## config.mk

```make
export PLATFORM = sky130hd
export DESIGN_NAME = bit_reverse_collect
export DESIGN_NICKNAME = d
export VERILOG_FILES = /design/src/rtl/bit_reverse_collect_pkg.sv /design/src/rtl/bit_reverse_collect_bit_char_decode.sv /design/src/rtl/bit_reverse_collect.sv
export SDC_FILE = /design/constraint.sdc
export NUM_CORES = 1
export LEC_CHECK = 0
export BUFFER_PORTS_ARGS = -buffer_cell sky130_fd_sc_hd__buf_4
export CORE_ASPECT_RATIO = 1.25
export CORE_MARGIN = 4
export CORE_UTILIZATION = 54
export DETAILED_ROUTE_END_ITERATION = 8
export HOLD_SLACK_MARGIN = 0.1
export PLACE_DENSITY = 0.9
export SLEW_MARGIN = 20
export SYNTH_ARGS = -nofsm -noshare
export SYNTH_HDL_FRONTEND = slang
export SYNTH_HIERARCHICAL = 1
export SYNTH_SLANG_ARGS = --single-unit
```

## constraint.sdc

```tcl
create_clock -name clk -period 2.3 [get_ports clk]
set_input_delay 0.115 -clock clk [delete_from_list [all_inputs] [get_ports clk]]
set_output_delay 0.115 -clock clk [all_outputs]
set_load 0.02 [all_outputs]
```

## src/rtl/bit_reverse_collect_pkg.sv

```systemverilog
// Shared definitions for the bit source / bit collector pair:
// FSM encoding, ASCII bit characters and default frame geometry.
package bit_reverse_collect_pkg;

    typedef enum logic {
        HUNT    = 1'b0,
        COLLECT = 1'b1
    } collect_state_t;

    localparam logic [7:0]  ASCII_ZERO        = 8'h30;
    localparam logic [7:0]  ASCII_ONE         = 8'h31;
    localparam int unsigned DEFAULT_FRAME_LEN = 8;
    localparam int unsigned DEFAULT_ADDR_W    = 4;

endpackage

```

## src/rtl/bit_reverse_collect_bit_char_decode.sv

```systemverilog
// Combinational ASCII bit-character decoder: char -> {legal, bit}.
module bit_char_decode
    import bit_reverse_collect_pkg::*;
#(
    parameter logic [7:0] CHAR_ZERO = ASCII_ZERO,
    parameter logic [7:0] CHAR_ONE  = ASCII_ONE
) (
    input  logic [7:0] char_in,
    output logic       legal,
    output logic       bit_val
);

    assign legal   = (char_in == CHAR_ZERO) || (char_in == CHAR_ONE);
    assign bit_val = (char_in == CHAR_ONE);

endmodule

```

## src/rtl/bit_reverse_collect.sv

```systemverilog
// Collects position-tagged ASCII bit characters into a frame and emits the
// bit-reversed word through a one-deep valid/ready output buffer.
module bit_reverse_collect
    import bit_reverse_collect_pkg::*;
#(
    parameter int unsigned FRAME_LEN = DEFAULT_FRAME_LEN,
    parameter int unsigned ADDR_W    = DEFAULT_ADDR_W,
    parameter int unsigned ADDR_LAG  = 1,
    parameter logic [7:0]  CHAR_ZERO = ASCII_ZERO,
    parameter logic [7:0]  CHAR_ONE  = ASCII_ONE
) (
    input  logic                 clk,
    input  logic                 reset,
    input  logic [7:0]           bit_in,
    input  logic [ADDR_W-1:0]    addr_in,
    output logic [FRAME_LEN-1:0] rev_out,
    output logic                 out_valid,
    input  logic                 out_ready,
    output logic                 char_err,
    output logic                 seq_err,
    output logic                 ovf
);

    collect_state_t        state;
    logic [ADDR_W-1:0]     addr_q1;
    logic [ADDR_W-1:0]     pos;
    logic [ADDR_W-1:0]     expect_pos;
    logic [FRAME_LEN-1:0]  asm_q;
    logic [FRAME_LEN-1:0]  w_next;
    logic [FRAME_LEN-1:0]  rev_word;
    logic                  legal;
    logic                  dec_bit;
    logic                  sample_valid;
    logic                  pos_is_first;
    logic                  pos_is_last;
    logic                  word_done;

    bit_char_decode #(
        .CHAR_ZERO (CHAR_ZERO),
        .CHAR_ONE  (CHAR_ONE)
    ) u_decode (
        .char_in (bit_in),
        .legal   (legal),
        .bit_val (dec_bit)
    );

    // The source drives a character one cycle after its address when lagged.
    always_ff @(posedge clk or negedge reset) begin
        if (!reset) begin
            addr_q1 <= '0;
        end else begin
            // NOTE: sequential state uses <= so every flop samples pre-edge values.
            addr_q1 <= addr_in;
        end
    end

    assign pos          = (ADDR_LAG != 0) ? addr_q1 : addr_in;
    assign sample_valid = (pos != '0);
    assign pos_is_first = (pos == ADDR_W'(1));
    assign pos_is_last  = (pos == ADDR_W'(FRAME_LEN));

    // A first-position store starts from a clean word so nothing leaks across frames.
    always_comb begin
        // NOTE: default assignment first keeps this block free of inferred latches.
        w_next = pos_is_first ? '0 : asm_q;
        for (int k = 0; k < FRAME_LEN; k++) begin
            if (pos == ADDR_W'(k + 1)) begin
                w_next[k] = dec_bit;
            end
        end
    end

    for (genvar i = 0; i < FRAME_LEN; i++) begin : g_rev
        assign rev_word[i] = w_next[FRAME_LEN-1-i];
    end

    assign word_done = sample_valid && (state == COLLECT) && (pos == expect_pos)
                       && legal && pos_is_last;

    always_ff @(posedge clk or negedge reset) begin
        if (!reset) begin
            state      <= HUNT;
            expect_pos <= '0;
            asm_q      <= '0;
            char_err   <= 1'b0;
            seq_err    <= 1'b0;
        end else begin
            char_err <= 1'b0;
            seq_err  <= 1'b0;
            if (sample_valid) begin
                case (state)
                    HUNT: begin
                        if (pos_is_first) begin
                            if (legal) begin
                                asm_q      <= w_next;
                                expect_pos <= ADDR_W'(2);
                                state      <= COLLECT;
                            end else begin
                                char_err <= 1'b1;
                            end
                        end
                    end
                    COLLECT: begin
                        // Sequence errors outrank character errors in the same sample.
                        if (pos != expect_pos) begin
                            seq_err <= 1'b1;
                            if (pos_is_first && legal) begin
                                asm_q      <= w_next;
                                expect_pos <= ADDR_W'(2);
                            end else begin
                                state <= HUNT;
                            end
                        end else if (!legal) begin
                            char_err <= 1'b1;
                            state    <= HUNT;
                        end else begin
                            asm_q      <= w_next;
                            expect_pos <= expect_pos + ADDR_W'(1);
                            if (pos_is_last) begin
                                state <= HUNT;
                            end
                        end
                    end
                    default: state <= HUNT;
                endcase
            end
        end
    end

    // One-deep output buffer: a completed word is dropped if the slot stays occupied.
    always_ff @(posedge clk or negedge reset) begin
        if (!reset) begin
            rev_out   <= '0;
            out_valid <= 1'b0;
            ovf       <= 1'b0;
        end else if (word_done) begin
            if (!out_valid || out_ready) begin
                rev_out   <= rev_word;
                out_valid <= 1'b1;
            end else begin
                ovf <= 1'b1;
            end
        end else if (out_valid && out_ready) begin
            out_valid <= 1'b0;
        end
    end

endmodule
```

# Word-level counts from Yosys, hierarchy flattened
# Index checks and enable logic that the tools add are counted.
# W data, S select, Z words.
dict set report op_classes {
  eq_ne 17
  reduce_logical 16
  addsub 1
  muxes 38
  n_lt_le_gt_ge 0
  shifts 0
  multipliers 0
  bitwise 2
  n_div 0
}
# cell count
set op_table {}
lappend op_table {{$mux W8} 5}
lappend op_table {{$mux W1} 24}
lappend op_table {{$mux W4} 5}
lappend op_table {{$eq A4 B3 Y1 const B} 4}
lappend op_table {{$eq A8 B6 Y1 const B} 2}
lappend op_table {{$pmux W8 S2} 1}
lappend op_table {{$eq A4 B2 Y1 const B} 2}
lappend op_table {{$pmux W4 S2} 1}
lappend op_table {{$logic_and A1 B1 Y1} 6}
lappend op_table {{$reduce_and A2 Y1} 3}
lappend op_table {{$reduce_and A5 Y1} 1}
lappend op_table {{$add A4 B1 Y4 const B} 1}
lappend op_table {{$eq A4 B1 Y1 const B} 1}
lappend op_table {{$eq A4 B4 Y1} 1}
lappend op_table {{$eq A4 B4 Y1 const B} 1}
lappend op_table {{$ne A2 B2 Y1 const B} 2}
lappend op_table {{$ne A4 B4 Y1} 1}
lappend op_table {{$pmux W1 S2} 2}
lappend op_table {{$reduce_bool A4 Y1} 1}
lappend op_table {{$ne A3 B1 Y1 const B} 1}
lappend op_table {{$ne A3 B2 Y1 const B} 1}
lappend op_table {{$reduce_and A3 Y1} 1}
lappend op_table {{$logic_or A1 B1 Y1} 2}
lappend op_table {{$ne A2 B1 Y1 const B} 1}
lappend op_table {{other kinds (3)} 4}
dict set report totals {
  memories 0
  wordCells 83
  ram_bits 0
  regBits 29
  romBits 0
  latch_bits 0
  input_bits 15
}

# Depth between registers and ports, before layout
dict set report depth {
  word_depth 7
  mapped_depth 6
  mapped_depth_nobuf 6
}

# Modules after synthesis
# Netlist, hierarchy kept.
# mod cells_per_inst instances area_per_inst_um2 seq_area_each_um2
set modules_own_cells {}
lappend modules_own_cells {bit_reverse_collect 123 1 1462.7 725.7}
lappend modules_own_cells {bit_char_decode 4 1 36.3 0.0}

# Worst setup path after synthesis
# OpenSTA, ideal clock, no wires.
dict set report synth_timing {
  path_type {input to register}
  startpoint {in bit_in[6]}
  endpoint {reg expect_pos[2]}
  cell_stages 6
  arrival_ns 1.717
  path_buffers 1
  setup_ns 0.126
  slack_ns 0.457
  path_cell_list {nand4bb_1 > nor4_1 > nand3_1 > o21a_1 > buf_6 > a221o_1}
}
dict set report synth_via {
  elab_chain_cells 5
  word_cells_on_any_way 8
  cone_classes {eq/ne (5); reduce/logical (3)}
}
# element line
set synth_rtl {}
lappend synth_rtl {{from (decl)} bit_reverse_collect.sv:14} ;# input logic [7:0] bit_in,
lappend synth_rtl {{$eq A8 B6 Y1} bit_reverse_collect_bit_char_decode.sv:13} ;# assign legal = (char_in == CHAR_ZERO) || (char_in == CHAR_ONE);
lappend synth_rtl {{$logic_or A1 B1 Y1 *} bit_reverse_collect_bit_char_decode.sv:13}
lappend synth_rtl {{named net legal} bit_reverse_collect.sv:31} ;# logic legal;
lappend synth_rtl {{$logic_and A1 B1 Y1} bit_reverse_collect.sv:107} ;# if (pos_is_first && legal) begin
lappend synth_rtl {{$ne A3 B2 Y1 (no line)} n/a}
lappend synth_rtl {{$reduce_and A5 Y1 (no line) *} n/a}
lappend synth_rtl {{to (signal assigned)} bit_reverse_collect.sv:118} ;# expect_pos <= expect_pos + ADDR_W'(1);
lappend synth_rtl {{to (decl)} bit_reverse_collect.sv:27} ;# logic [ADDR_W-1:0] expect_pos;
# The timed path passes the listed nets; every way through them passes the cells marked *.
# A chain may end at the register's enable or synchronous reset.

# Worst setup path in the final report
dict set report layout_timing {
  startpoint {reg addr_q1[1]}
  endpoint {reg asm_q[6]}
}
dict set report layout_via {
  elab_chain_cells 6
  word_cells_on_any_way 15
  cone_classes {eq/ne (5); mux (7); reduce/logical (3)}
}
# element line
set layout_rtl {}
lappend layout_rtl {{from (decl)} bit_reverse_collect.sv:25} ;# logic [ADDR_W-1:0] addr_q1;
lappend layout_rtl {{from (signal assigned)} bit_reverse_collect.sv:53} ;# addr_q1 <= addr_in;
lappend layout_rtl {{$eq A4 B1 Y1} bit_reverse_collect.sv:59} ;# assign pos_is_first = (pos == ADDR_W'(1));
lappend layout_rtl {{$mux W8} bit_reverse_collect.sv:65} ;# w_next = pos_is_first ? '0 : asm_q;
lappend layout_rtl {{$mux W1} bit_reverse_collect.sv:67} ;# if (pos == ADDR_W'(k + 1)) begin
lappend layout_rtl {{$mux W8 (on tied branches)} {bit_reverse_collect.sv:94, bit_reverse_collect.sv:113, bit_reverse_collect.sv:107}}
lappend layout_rtl {{$mux W8 (on tied branches)} {bit_reverse_collect.sv:105, bit_reverse_collect.sv:93}}
lappend layout_rtl {{$pmux W8 S2} bit_reverse_collect.sv:91} ;# case (state)
lappend layout_rtl {{to (signal assigned)} bit_reverse_collect.sv:95} ;# asm_q <= w_next;
lappend layout_rtl {{to (signal assigned)} bit_reverse_collect.sv:108} ;# asm_q <= w_next;
lappend layout_rtl {{to (signal assigned)} bit_reverse_collect.sv:117} ;# asm_q <= w_next;
lappend layout_rtl {{to (decl)} bit_reverse_collect.sv:28} ;# logic [FRAME_LEN-1:0] asm_q;
# Parallel ways exist; a longest one is shown, timed or not. The select of a mux whose other input is x is not followed.

==> results.tsv <==
metric	value	unit
status	finished clean	
setup_viol_count_final	0	
gr-usage-met3	6.49	%
p_per_area	547	nW/um^2
antenna_found_initial	0	
place_congestion	0.896	
start_kind	register	
nFillCells	204	
power	1030	uW
postSynth.topFlopCell	dfrtp_1	
grtUsageTotal	19.7	%
post-place-ws	0.163	ns
synthAdderAreaFrac	0.835	%
grt_overflow	0	
synth_compound_area_share	12.9	%
synth_seq_cells	29	
worstMarginPinSlew	0.497	ns
synthCells	127	
post_cts_buffers	0	
fin_crit	2.15	ns
use_met1	23.7	%
ys_top_cells_by_count	dfrtp_1 (29), mux2_2 (11), a22o_1 (7), mux2_1 (7), nor2_1 (6)	
critPathCaptureType	register	
globalRouteMet2Util	31.1	%
clk_pin_slew	0.09	ns
start_util	55.9	%
final_hold_viol_count	0	
arrival	2.36	ns
setup_tns	0	ns
cp.required	2.51	ns
synthDominantCellAreaShare	48.4	%
dr.pass1.iters	4	
max_freq	0.466	GHz
synth_area_leader_cell	dfrtp_1	
wl	2940	um
syn_avg_cell_area	11.8	um^2
synthArstFlopShare	100	%
multi_input_area	713	um^2
grt_pass1_wl	5130	um
htreeDepth	2	
slew_violations	0	
r2r_slack	0.15	ns
ios	27	
syn_area	1500	um^2
cts_resized	0	
path_class	register to register	
routedWlPerCell	14.7	um
path_max_fanout	11	
top_usage_layer	met2	
synth_top_family_by_area	simple AND/OR/NAND/NOR gates	
syn-num-nets	143	
synth.area.mux_share	14.2	%
dp_hpwl	2150	um
cts-root-buf	clkbuf_4	
ant_nets	0	
final-seq-area	726	um^2
grt_pass1_vias	1123	
fin_worst_skew	0.0147	ns
ys_top_cells_by_area	dfrtp_1 (48%), mux2_2 (8.3%), mux2_1 (5.3%)	
yosysMostFrequentCell	dfrtp_1	
final_core_util	70.1	%
viasPerCell	5.68	
cts.sinks	29	
die_h	66.9	um
ir_worst_vdd	0.000441	V
max_slew_margin	66.9	%
n_antenna_cell	0	
drc	0	
postCtsHoldBufs	5	
ys_types	43	
ys_seq_area_share	48.4	%
hp-class	input pin to register	
nets	181	
rsz0062_at_grt	no	
grt_max_degree	30	
io_buffers	26	
dr.first_iter.drc_count	18	
yosys_warnings	6	
core	2680	um^2
cts_tree	yes	
dieArea	3690	um^2
hold_ws	0.119	ns
setup_ws	0.153	ns
min_period_over_period	93.3	%
power.leakage	0.000913	uW
numCtsBuffers	5	
synth_simple_gate_area_share	17.4	%
synth-xor-area-share	2.34	%
die-width	55.1	um
insertion_delay	0.33	ns
num_vias	1136	
synth-edff-count	0	
cts_buffer_depth	2	
drv_cap	0	
drive_above_1_share	33.7	%
fp-row-count	21	
area_growth	25.4	%
-- flip-flops by register name (all words and copies together), names as in the netlist --
name        flops
ovf             1
seq_err         1
out_valid       1
char_err        1
state           1
addr_q1         4
rev_out         8
expect_pos      4
asm_q           8
-- power by group --
group	internal, uW	switching (uW)
Clock	259	175
Combinational	38.2	36.7
Sequential	513	5.93
-- path summary, 6_finish.rpt --
kind,start,endpoint,cells after the start
hold / removal,out_ready,out_valid,3
max in group asynchronous,reset,rev_out[1],2
min in group asynchronous,reset,char_err,2
setup / recovery,addr_q1[1],asm_q[6],4
hold reg to reg,ovf,ovf,1
setup reg to reg,addr_q1[1],asm_q[6],4
-- logic make-up (layout without fill, tap and decap cells) --
family | count (synthesis) | count (layout)
simple gates | 38 | 38
flops | 29 | 29
compound gates | 25 | 25
mux | 19 | 19
buf+inv | 11 | 50
xor+xnor | 4 | 4
fa+ha+maj | 1 | 1
-- layout by cell type, fill, tap and decap left out, types with 2 or more instances in the layout --
| master | count |
|---|---|
| a21boi_0 | 2 |
| a21oi_1 | 2 |
| a221o_1 | 2 |
| a22o_1 | 7 |
| a41o_1 | 2 |
| buf_4 | 33 |
| clkbuf_4 | 5 |
| dfrtp_1 | 29 |
| dlygate4sd3_1 | 5 |
| inv_1 | 4 |
| mux2_1 | 7 |
| mux2_2 | 11 |
| nand2_1 | 4 |
| nand2b_1 | 4 |
| nand3_1 | 3 |
| nor2_1 | 6 |
| nor2b_1 | 2 |
| nor3_1 | 4 |
| nor4_1 | 2 |
| o21ai_0 | 4 |
| xnor2_1 | 4 |
-- routing by layer --
metal  vias to the layer above  share of wire [%]
met5                         -                  0
met2                        24                 51
li1                        550                  -
met3                         9                4.2
met4                         0                2.5
met1                       553                 42
-- critical path: stages (launching register included) --
cell and delay, ns:
dfrtp_1 0.48, or4_1 0.56, nand3_1 0.15, o21a_1 0.45, mux2_2 0.39
-- area by class of cell --
cell class	count	area share (%)
well taps	34	2.26
clock inverters	1	1.60
flip-flops and latches	29	38.6
multi-input cells	87	37.9
inverters	4	0.799
clock buffers	7	2.93
repair buffers	38	15.8
-- per-stage QoR --
step,cell area (um^2),cells
3_5_place_dp,1740,187
5_1_grt,1880,200
3_3_place_gp,1740,187
4_1_cts,1880,200
2_1_floorplan,1500,127
6_report,1880,200
Power figures use the tool's default switching activity.
